--- src/rtl/pu_msp430_wakeup_pkg.sv ---
// pu_msp430_wakeup_pkg: shared types, limits and helpers for the wakeup gate.
//   wkup_state_t : FSM state encoding (IDLE / ASSERT / RELEASE)
//   *_MIN/*_MAX  : legal parameter ranges
//   idw_f()      : width of the winning-channel index, max(1, clog2(n))
package pu_msp430_wakeup_pkg;

   typedef enum logic [1:0] {
      IDLE    = 2'd0,
      ASSERT  = 2'd1,
      RELEASE = 2'd2
   } wkup_state_t;

   localparam int NCH_MIN  = 1;
   localparam int NCH_MAX  = 32;
   localparam int SYNC_MIN = 2;
   localparam int HOLD_MIN = 1;

   function automatic int idw_f(input int n);
      return (n <= 2) ? 1 : $clog2(n);
   endfunction

endpackage

--- src/rtl/pu_msp430_sync_cell.sv ---
// pu_msp430_sync_cell: single-bit multi-flop synchroniser into the i_clk domain.
//   i_clk   : destination clock
//   i_rst_n : asynchronous active-low reset, clears every stage
//   i_d     : asynchronous input
//   o_q     : synchronised output, STAGES flops after i_d
module pu_msp430_sync_cell #(
   parameter int STAGES = 2
) (
   input  logic i_clk,
   input  logic i_rst_n,
   input  logic i_d,
   output logic o_q
);

   logic [STAGES-1:0] r_sync;

   always_ff @(posedge i_clk or negedge i_rst_n)
      if (!i_rst_n) r_sync <= '0;
      else r_sync <= {r_sync[STAGES-2:0], i_d};

   assign o_q = r_sync[STAGES-1];

endmodule

--- src/rtl/pu_msp430_wakeup_gate.sv ---
// pu_msp430_wakeup_gate: synchronises NCH wakeup requests, qualifies them as level or
// sticky edge, and issues one registered, minimum-width wakeup pulse with the winner's index.
//   mclk, puc_rst_n : clock and asynchronous active-low reset
//   irq_raw         : asynchronous request lines
//   irq_en          : per-channel enable
//   irq_mode        : per-channel mode, 0 = level, 1 = sticky rising edge
//   irq_clr         : write-1 clear of the sticky edge pending bit
//   wkup_ack        : consumer acknowledge
//   pending         : per-channel pending state (not masked by irq_en)
//   wkup_o          : registered wakeup request
//   wkup_id         : lowest-index active channel, captured at assertion
module pu_msp430_wakeup_gate
   import pu_msp430_wakeup_pkg::*;
#(
   parameter  int NCH         = 8,
   parameter  int SYNC_STAGES = 2,
   parameter  int HOLD_CYCLES = 4,
   localparam int IDW         = idw_f(NCH)
) (
   input  logic           mclk,
   input  logic           puc_rst_n,
   input  logic [NCH-1:0] irq_raw,
   input  logic [NCH-1:0] irq_en,
   input  logic [NCH-1:0] irq_mode,
   input  logic [NCH-1:0] irq_clr,
   input  logic           wkup_ack,
   output logic [NCH-1:0] pending,
   output logic           wkup_o,
   output logic [IDW-1:0] wkup_id
);

   localparam int            CW       = $clog2(HOLD_CYCLES + 1);
   localparam logic [CW-1:0] CNT_LOAD = CW'(HOLD_CYCLES - 1);

   if (NCH < NCH_MIN || NCH > NCH_MAX) begin : g_bad_nch
      $error("pu_msp430_wakeup_gate: NCH must be 1..32");
   end
   if (SYNC_STAGES < SYNC_MIN) begin : g_bad_sync
      $error("pu_msp430_wakeup_gate: SYNC_STAGES must be >= 2");
   end
   if (HOLD_CYCLES < HOLD_MIN) begin : g_bad_hold
      $error("pu_msp430_wakeup_gate: HOLD_CYCLES must be >= 1");
   end

   logic [NCH-1:0] w_s, r_s_d, r_mode_d, r_edge, w_edge_nxt, w_act;
   wkup_state_t    r_state, w_state_nxt;
   logic [CW-1:0]  r_cnt;
   logic [IDW-1:0] r_id, w_id;
   logic           r_ack_seen, r_wkup, w_launch;

   for (genvar g = 0; g < NCH; g++) begin : g_sync
      pu_msp430_sync_cell #(.STAGES(SYNC_STAGES)) u_sync (
         .i_clk   (mclk),
         .i_rst_n (puc_rst_n),
         .i_d     (irq_raw[g]),
         .o_q     (w_s[g])
      );
   end

   // A mode change wipes the sticky bit; otherwise a rising edge sets it and takes
   // priority over a simultaneous clear.
   assign w_edge_nxt = ~(irq_mode ^ r_mode_d) & ((irq_mode & w_s & ~r_s_d) | (r_edge & ~irq_clr));
   assign pending    = (irq_mode & r_edge) | (~irq_mode & w_s);
   assign w_act      = pending & irq_en;

   always_ff @(posedge mclk or negedge puc_rst_n)
      if (!puc_rst_n) begin
         r_s_d    <= '0;
         r_mode_d <= '0;
         r_edge   <= '0;
      end else begin
         r_s_d    <= w_s;
         r_mode_d <= irq_mode;
         r_edge   <= w_edge_nxt;
      end

   always_comb begin
      w_id = '0;
      for (int i = NCH - 1; i >= 0; i--)
         if (w_act[i]) w_id = IDW'(i);
   end

   // RELEASE behaves like IDLE for launching: it is already the one guaranteed low
   // cycle, so a pending request may start the next pulse at the following edge.
   always_comb begin
      w_launch    = 1'b0;
      w_state_nxt = r_state;
      case (r_state)
         ASSERT:  w_state_nxt = (r_cnt == '0 && (r_ack_seen || wkup_ack)) ? RELEASE : ASSERT;
         default: begin
            w_launch    = |w_act;
            w_state_nxt = w_launch ? ASSERT : IDLE;
         end
      endcase
   end

   always_ff @(posedge mclk or negedge puc_rst_n)
      if (!puc_rst_n) begin
         r_state    <= IDLE;
         r_wkup     <= 1'b0;
         r_id       <= '0;
         r_cnt      <= '0;
         r_ack_seen <= 1'b0;
      end else begin
         r_state <= w_state_nxt;
         r_wkup  <= (w_state_nxt == ASSERT);
         if (w_launch) begin
            r_id       <= w_id;
            r_cnt      <= CNT_LOAD;
            r_ack_seen <= 1'b0;
         end else if (r_state == ASSERT) begin
            r_cnt      <= (r_cnt == '0) ? r_cnt : r_cnt - CW'(1);
            r_ack_seen <= r_ack_seen | wkup_ack;
         end
      end

   assign wkup_o  = r_wkup;
   assign wkup_id = r_id;

endmodule

--- config.mk ---
export PLATFORM = sky130hd
export DESIGN_NAME = pu_msp430_wakeup_gate
export DESIGN_NICKNAME = d
export VERILOG_FILES = /design/src/rtl/pu_msp430_wakeup_pkg.sv /design/src/rtl/pu_msp430_sync_cell.sv /design/src/rtl/pu_msp430_wakeup_gate.sv
export SDC_FILE = /design/constraint.sdc
export NUM_CORES = 1
export LEC_CHECK = 0
export CELL_PAD_IN_SITES_DETAIL_PLACEMENT = 1
export CELL_PAD_IN_SITES_GLOBAL_PLACEMENT = 1
export CORE_MARGIN = 4
export CORE_UTILIZATION = 35
export DETAILED_ROUTE_END_ITERATION = 6
export GPL_ROUTABILITY_DRIVEN = 0
export HOLD_SLACK_MARGIN = 0.05
export PLACE_DENSITY = 0.85
export SYNTH_ARGS = -nofsm -noshare
export SYNTH_HDL_FRONTEND = slang
export SYNTH_SLANG_ARGS = --single-unit
--- constraint.sdc ---
create_clock -name mclk -period 1.5 [get_ports mclk]
set_clock_uncertainty 0.1 [all_clocks]
set_input_delay 0.15 -clock mclk [delete_from_list [all_inputs] [get_ports mclk]]
set_output_delay 0.15 -clock mclk [all_outputs]
set_load 0.005 [all_outputs]
# Word level (Yosys, flattened, before mapping)
# Cells that the tools add are included.
[word_totals]
register_bits = 50
input_bits = 35
wordCells = 58
[classes]
n_addsub = 1
eq_ne = 3
muxes = 17
bitwise_logic = 15
n_reduce_logical = 6
[op_table]
columns = ["operator", "count"]
rows = [
  ["$and A8 B8 Y8", 7],
  ["$mux W3", 11],
  ["$not A8 Y8", 4],
  ["$or A8 B8 Y8", 2],
  ["$reduce_or A8 Y1", 1],
  ["$xor A8 B8 Y8", 1],
  ["$eq A2 B1 Y1 const B", 2],
  ["$mux W1", 4],
  ["$mux W2", 2],
  ["$logic_not A3 Y1", 1],
  ["$sub A3 B1 Y3 const B", 1],
  ["$ne A2 B2 Y1 const B", 1],
  ["$reduce_and A2 Y1", 1],
  ["$reduce_bool A2 Y1", 1],
  ["$logic_and A1 B1 Y1", 1],
  ["$logic_or A1 B1 Y1", 1],
  ["$or A1 B1 Y1", 1],
]

# Depth between registers and ports, before layout
[depth]
ltp_word = 12
ltp_mapped = 7

# By module
# A second synthesis with hierarchy kept.
[hier_totals]
hier_cells = 133
hier_area_um2 = 1890.6
[by_module_without_submodules]
columns = ["mod", "instances", "cells_per_inst", "area_per_inst_um2", "seq_area_each_um2"]
rows = [
  ["pu_msp430_wakeup_gate", 1, 117, 1490.2, 825.8],
  ["pu_msp430_sync_cell", 8, 2, 50.0, 50.0],
]

# Worst setup path before layout
# No wires, ideal clock.
[synth_timing]
path_type = "reg-to-reg"
start = "register g_sync[4].u_sync.r_sync[1]"
end = "register r_id[1], in the netlist wkup_id[1]"
setup_ns = 0.125
t_arrival_ns = 1.421
t_required_ns = 1.275
path_slack_ns = -0.146
stages_incl_launch_ff = 5
n_path_buf = 0
synth_period_minus_slack_ns = 1.646
cell_sequence = "dfrtp_1 -> mux2_4 -> a22oi_4 -> a41o_4 -> mux2_4"
[synth_between]
elab_chain_len = 8
word_cells_on_any_way = 10
[synth_rtl]
columns = ["element", "line", "source"]
rows = [
  ["from (decl)", "pu_msp430_sync_cell.sv:15", "logic [STAGES-1:0] r_sync;"],
  ["from (signal assigned)", "pu_msp430_sync_cell.sv:19", "else r_sync <= {r_sync[STAGES-2:0], i_d};"],
  ["$and A8 B8 Y8 (*)", "pu_msp430_wakeup_gate.sv:63", "assign pending = (irq_mode & r_edge) | (~irq_mode & w_s);"],
  ["$or A8 B8 Y8 (*)", "pu_msp430_wakeup_gate.sv:63", ""],
  ["named net pending[4]", "pu_msp430_wakeup_gate.sv:27", "output logic [NCH-1:0] pending,"],
  ["$and A8 B8 Y8 (*)", "pu_msp430_wakeup_gate.sv:64", "assign w_act = pending & irq_en;"],
  ["$mux W3 (5 in a row)", "pu_msp430_wakeup_gate.sv:80", "if (w_act[i]) w_id = IDW'(i);"],
  ["to (signal assigned)", "pu_msp430_wakeup_gate.sv:108", "r_id <= w_id;"],
  ["to (decl)", "pu_msp430_wakeup_gate.sv:48", "logic [IDW-1:0] r_id, w_id;"],
]
# Mark *: on every way through the listed nets, which the timed path passes. The rest lies on a longest branch.
# A chain may end at the register's enable or synchronous reset.

# Worst setup path in the final report
[layout_timing]
start = "input irq_mode[7]"
end = "register r_id[1], in the netlist wkup_id[1]"
[layout_between]
elab_chain_len = 12
word_cells_on_any_way = 15
[layout_rtl]
columns = ["element", "line", "source"]
rows = [
  ["from (decl)", "pu_msp430_wakeup_gate.sv:24", "input logic [NCH-1:0] irq_mode,"],
  ["$not A8 Y8", "pu_msp430_wakeup_gate.sv:63", ""],
  ["$and A8 B8 Y8", "pu_msp430_wakeup_gate.sv:63", ""],
  ["$or A8 B8 Y8 (*)", "pu_msp430_wakeup_gate.sv:63", ""],
  ["$and A8 B8 Y8 (*)", "pu_msp430_wakeup_gate.sv:64", ""],
  ["$mux W3 (8 in a row)", "pu_msp430_wakeup_gate.sv:80", ""],
]
# Every way passes the cells marked *; elsewhere a longest branch is shown, timed or not.

==> results by group <==
STA
  – Final period util: 110%
  – Slew Limit Fails: 0
  – TNS Setup: -0.633 ns
  – Final Worst Setup Slack: -0.148 ns
  – Worst Tran Pin Value: between 0.3 and 0.4 ns
  – Worst hold slack: roughly 0.11 ns
  – # setup viols final: 8
  – RSZ-0062 raised after global routing: true
  – Slew HR: between 70% and 80%
  – Fin. Hold Viols: 0
  – Fin crit period: about 1.6 ns
  – Maximum clock frequency: a little over 600 MHz

Synthesis
  – Yosys top cell area share: 64.7%
  – Avg Inst Size Synth: approximately 14 um^2
  – #FFs+latches synth: 49
  – Post-synthesis cell type count: 27
  – Cells after synthesis: 137
  – Syn nets: ~170
  – YS warnings: 0
  – EDFF count, synth: 0
  – Top_reg_cell synth: dfrtp_1
  – Ys async rst share: between 90% and 100%
  – Synthesized area: roughly 1900 um^2
  – Largest cells by area after synthesis: dfrtp_1, mux2_4, a22oi_4
  – Seq/Total Area, Yosys: between 60% and 70%
  – Area leader, netlist: dfrtp_1

Min path
  – HP Class: primary input to register

Setup path
  – Crit path DAT: between 1.5 and 2 ns
  – Critical setup path kind: primary input to register
  – Type of element launching the critical path: primary input
  – CP cell instances: clkdlybuf4s50_1 -> mux2_4 -> a22oi_4 -> a41o_4 -> mux2_4
  – Worst endpoint required time: 1.59 ns
  – CP Max Fanout: 3
  – Crit path capture type: register
  – Master of the slowest instance on the critical path: clkdlybuf4s50_1
  – Crit-path max cell delay: between 0.5 and 0.6 ns
  – CP most frequent cell: mux2_4

Die
  – Core ar.: between 5000 and 6000 um^2
  – Die X: about 82 um
  – IO Pins: 47
  – Initial cell density of the core: 36.6%
  – Cell Rows: 26
  – Die ar.: 6650 um^2
  – Die height: about 82 um

Place
  – Placed Cells: approximately 280
  – Post-DP HPWL: 3.25 mm
  – Port Buf Inserts: 46

Detailed routing
  – Post-DR vias/cell: about 4.6
  – First-pass DRT Iterations: 4
  – Vias: between 1,000 and 1,500
  – Drt initial violations: 23
  – Wire per inst: 14.9 um
  – WL final: about 4.4 mm
  – DRC: 0
  – Antenna-violating nets left: 0

Layout
  – Diode count: 0
  – Fin nets: ~260
  – Area delta synth->final: 50.3%
  – Final core area utilization: 55.1%
  – Fillers: about 540
  – Finished Layout Cells: ~300
  – Commonest non-fill, non-tap cell in the layout: dfrtp_1
  – Share of post-route cells with drive strength above 1: a little under 30%
  – Most frequent cells in the layout: dfrtp_1, clkdlybuf4s50_1, buf_4, buf_6

Global routing
  – Largest net degree at the start of global routing: 50
  – Vias in the first global route: around 1,500
  – All-Layer GR Usage: 14.7%
  – Initial antenna violation count: 0
  – Total grt overflow: 0
  – Global-route wire length before repair: 7.16 mm

Clocking
  – CTS tree: done
  – Clk slew on worst S/H paths: 0.09 ns
  – H-tree depth: 2
  – CTS root buffer: clkbuf_8
  – Worst-case clock buffer depth: 2
  – Num CTS Buffers: 5
  – Clock sink count: 49
  – Clk_lat worst skew: around 0.3 ns

Pwr
  – Lkg Pwr: approximately 1.4 nW
  – Power per cell area: 1190 nW/um^2
  – VDD IR max: between 0.5 and 0.6 mV

Outcome
  – Status: complete, but fails checks
  – Failing checks: setup timing

Run
  – Maxcap violations: 0
worst max-delay path: cells and delay by family:
family                 cells  cell delay, ns
multiplexers               2            0.63
buffers and inverters      1            0.51
AO/OA/AOI/OAI              2            0.44
Yosys cell counts (3+ instances only):
cell	n
nand3_1	5
mux2_4	6
o31ai_1	6
nand2_1	10
inv_1	8
nand4b_1	3
nand2b_1	10
nor2_1	3
dfrtp_1	49
xor2_1	3
o21ai_0	10
mux2_2	3
a22oi_4	4
metal layers:
layer,vias to the layer above,track usage (%),share of wire [%]
met2,32,25.3,51
met4,0,5.48,1.3
li1,652,-,-
met1,667,17.2,41
met3,6,4.61,6.6
met5,-,0,0
flip-flops by register name (all words and copies together), names as in the netlist:
name,count
g_sync.u_sync.r_sync,16
r_edge,8
r_mode_d,8
r_s_d,8
r_cnt,3
wkup_id,3
r_state,2
r_ack_seen,1
kinds of logic after synthesis:
family,synth area share (%)
flops,64.7
simple gates,10.2
compound gates,13.7
mux,6.54
buf+inv,1.59
xor+xnor,1.85
fa+ha+maj,1.32
path summary, 6_finish.rpt:
check / from / endpoint / slack (ns) / cells past startpoint
max: irq_mode[7] / wkup_id[1]$_DFFE_PN0P_ / -0.15 / 5
min in group asynchronous: puc_rst_n / r_cnt[2]$_DFFE_PN0P_ / 0.27 / 3
max in group asynchronous: puc_rst_n / g_sync[4].u_sync.r_sync[0]$_DFF_PN0_ / 0.82 / 3
min: irq_mode[1] / r_mode_d[1]$_DFF_PN0_ / 0.11 / 1
min reg2reg: g_sync[4].u_sync.r_sync[0]$_DFF_PN0_ / g_sync[4].u_sync.r_sync[1]$_DFF_PN0_ / 0.25 / 0
max reg2reg: r_edge[7]$_DFF_PN0_ / wkup_id[1]$_DFFE_PN0P_ / -0.14 / 4
power by group:
group	internal (W)	leakage, nW	switching (W)
sequential	0.00149	0.587	0.0000921
clock	0.000366	0.0443	0.000404
combinational	0.000590	0.734	0.000447
stage by stage:
step / area, um^2 / power [W] / worst slack (ns)
5_1_grt: 2850 / 0.00363 / -0.183
3_5_place_dp: 2670 / 0.00263 / -0.500
4_1_cts: 2790 / 0.00344 / -0.128
2_1_floorplan: 1890 / 0.00209 / -0.120
6_report: 2850 / 0.00339 / -0.148
3_3_place_gp: 2670 / 0.00256 / -0.458
repair_timing:
item	CTS	global route
hold buffers	1	0
pin swaps	1	3
buffers inserted	1	3
setup endpoints to repair	16	16
gates resized for setup	45	11
endpoints found under the hold margin	49	0
gates cloned	0	0
cell type report:
type                            instances  area (um^2)  area share [%]
Timing Repair Buffer                   80          757            26.6
Multi-Input combinational cell         80          661            23.2
Sequential cell                        49         1230            43.1
Clock buffer                            7         86.3            3.03
Tap cell                               70         87.6            3.08
Inverter                                8         30.0            1.05
Note: power is estimated with default switching activity, not from simulation.
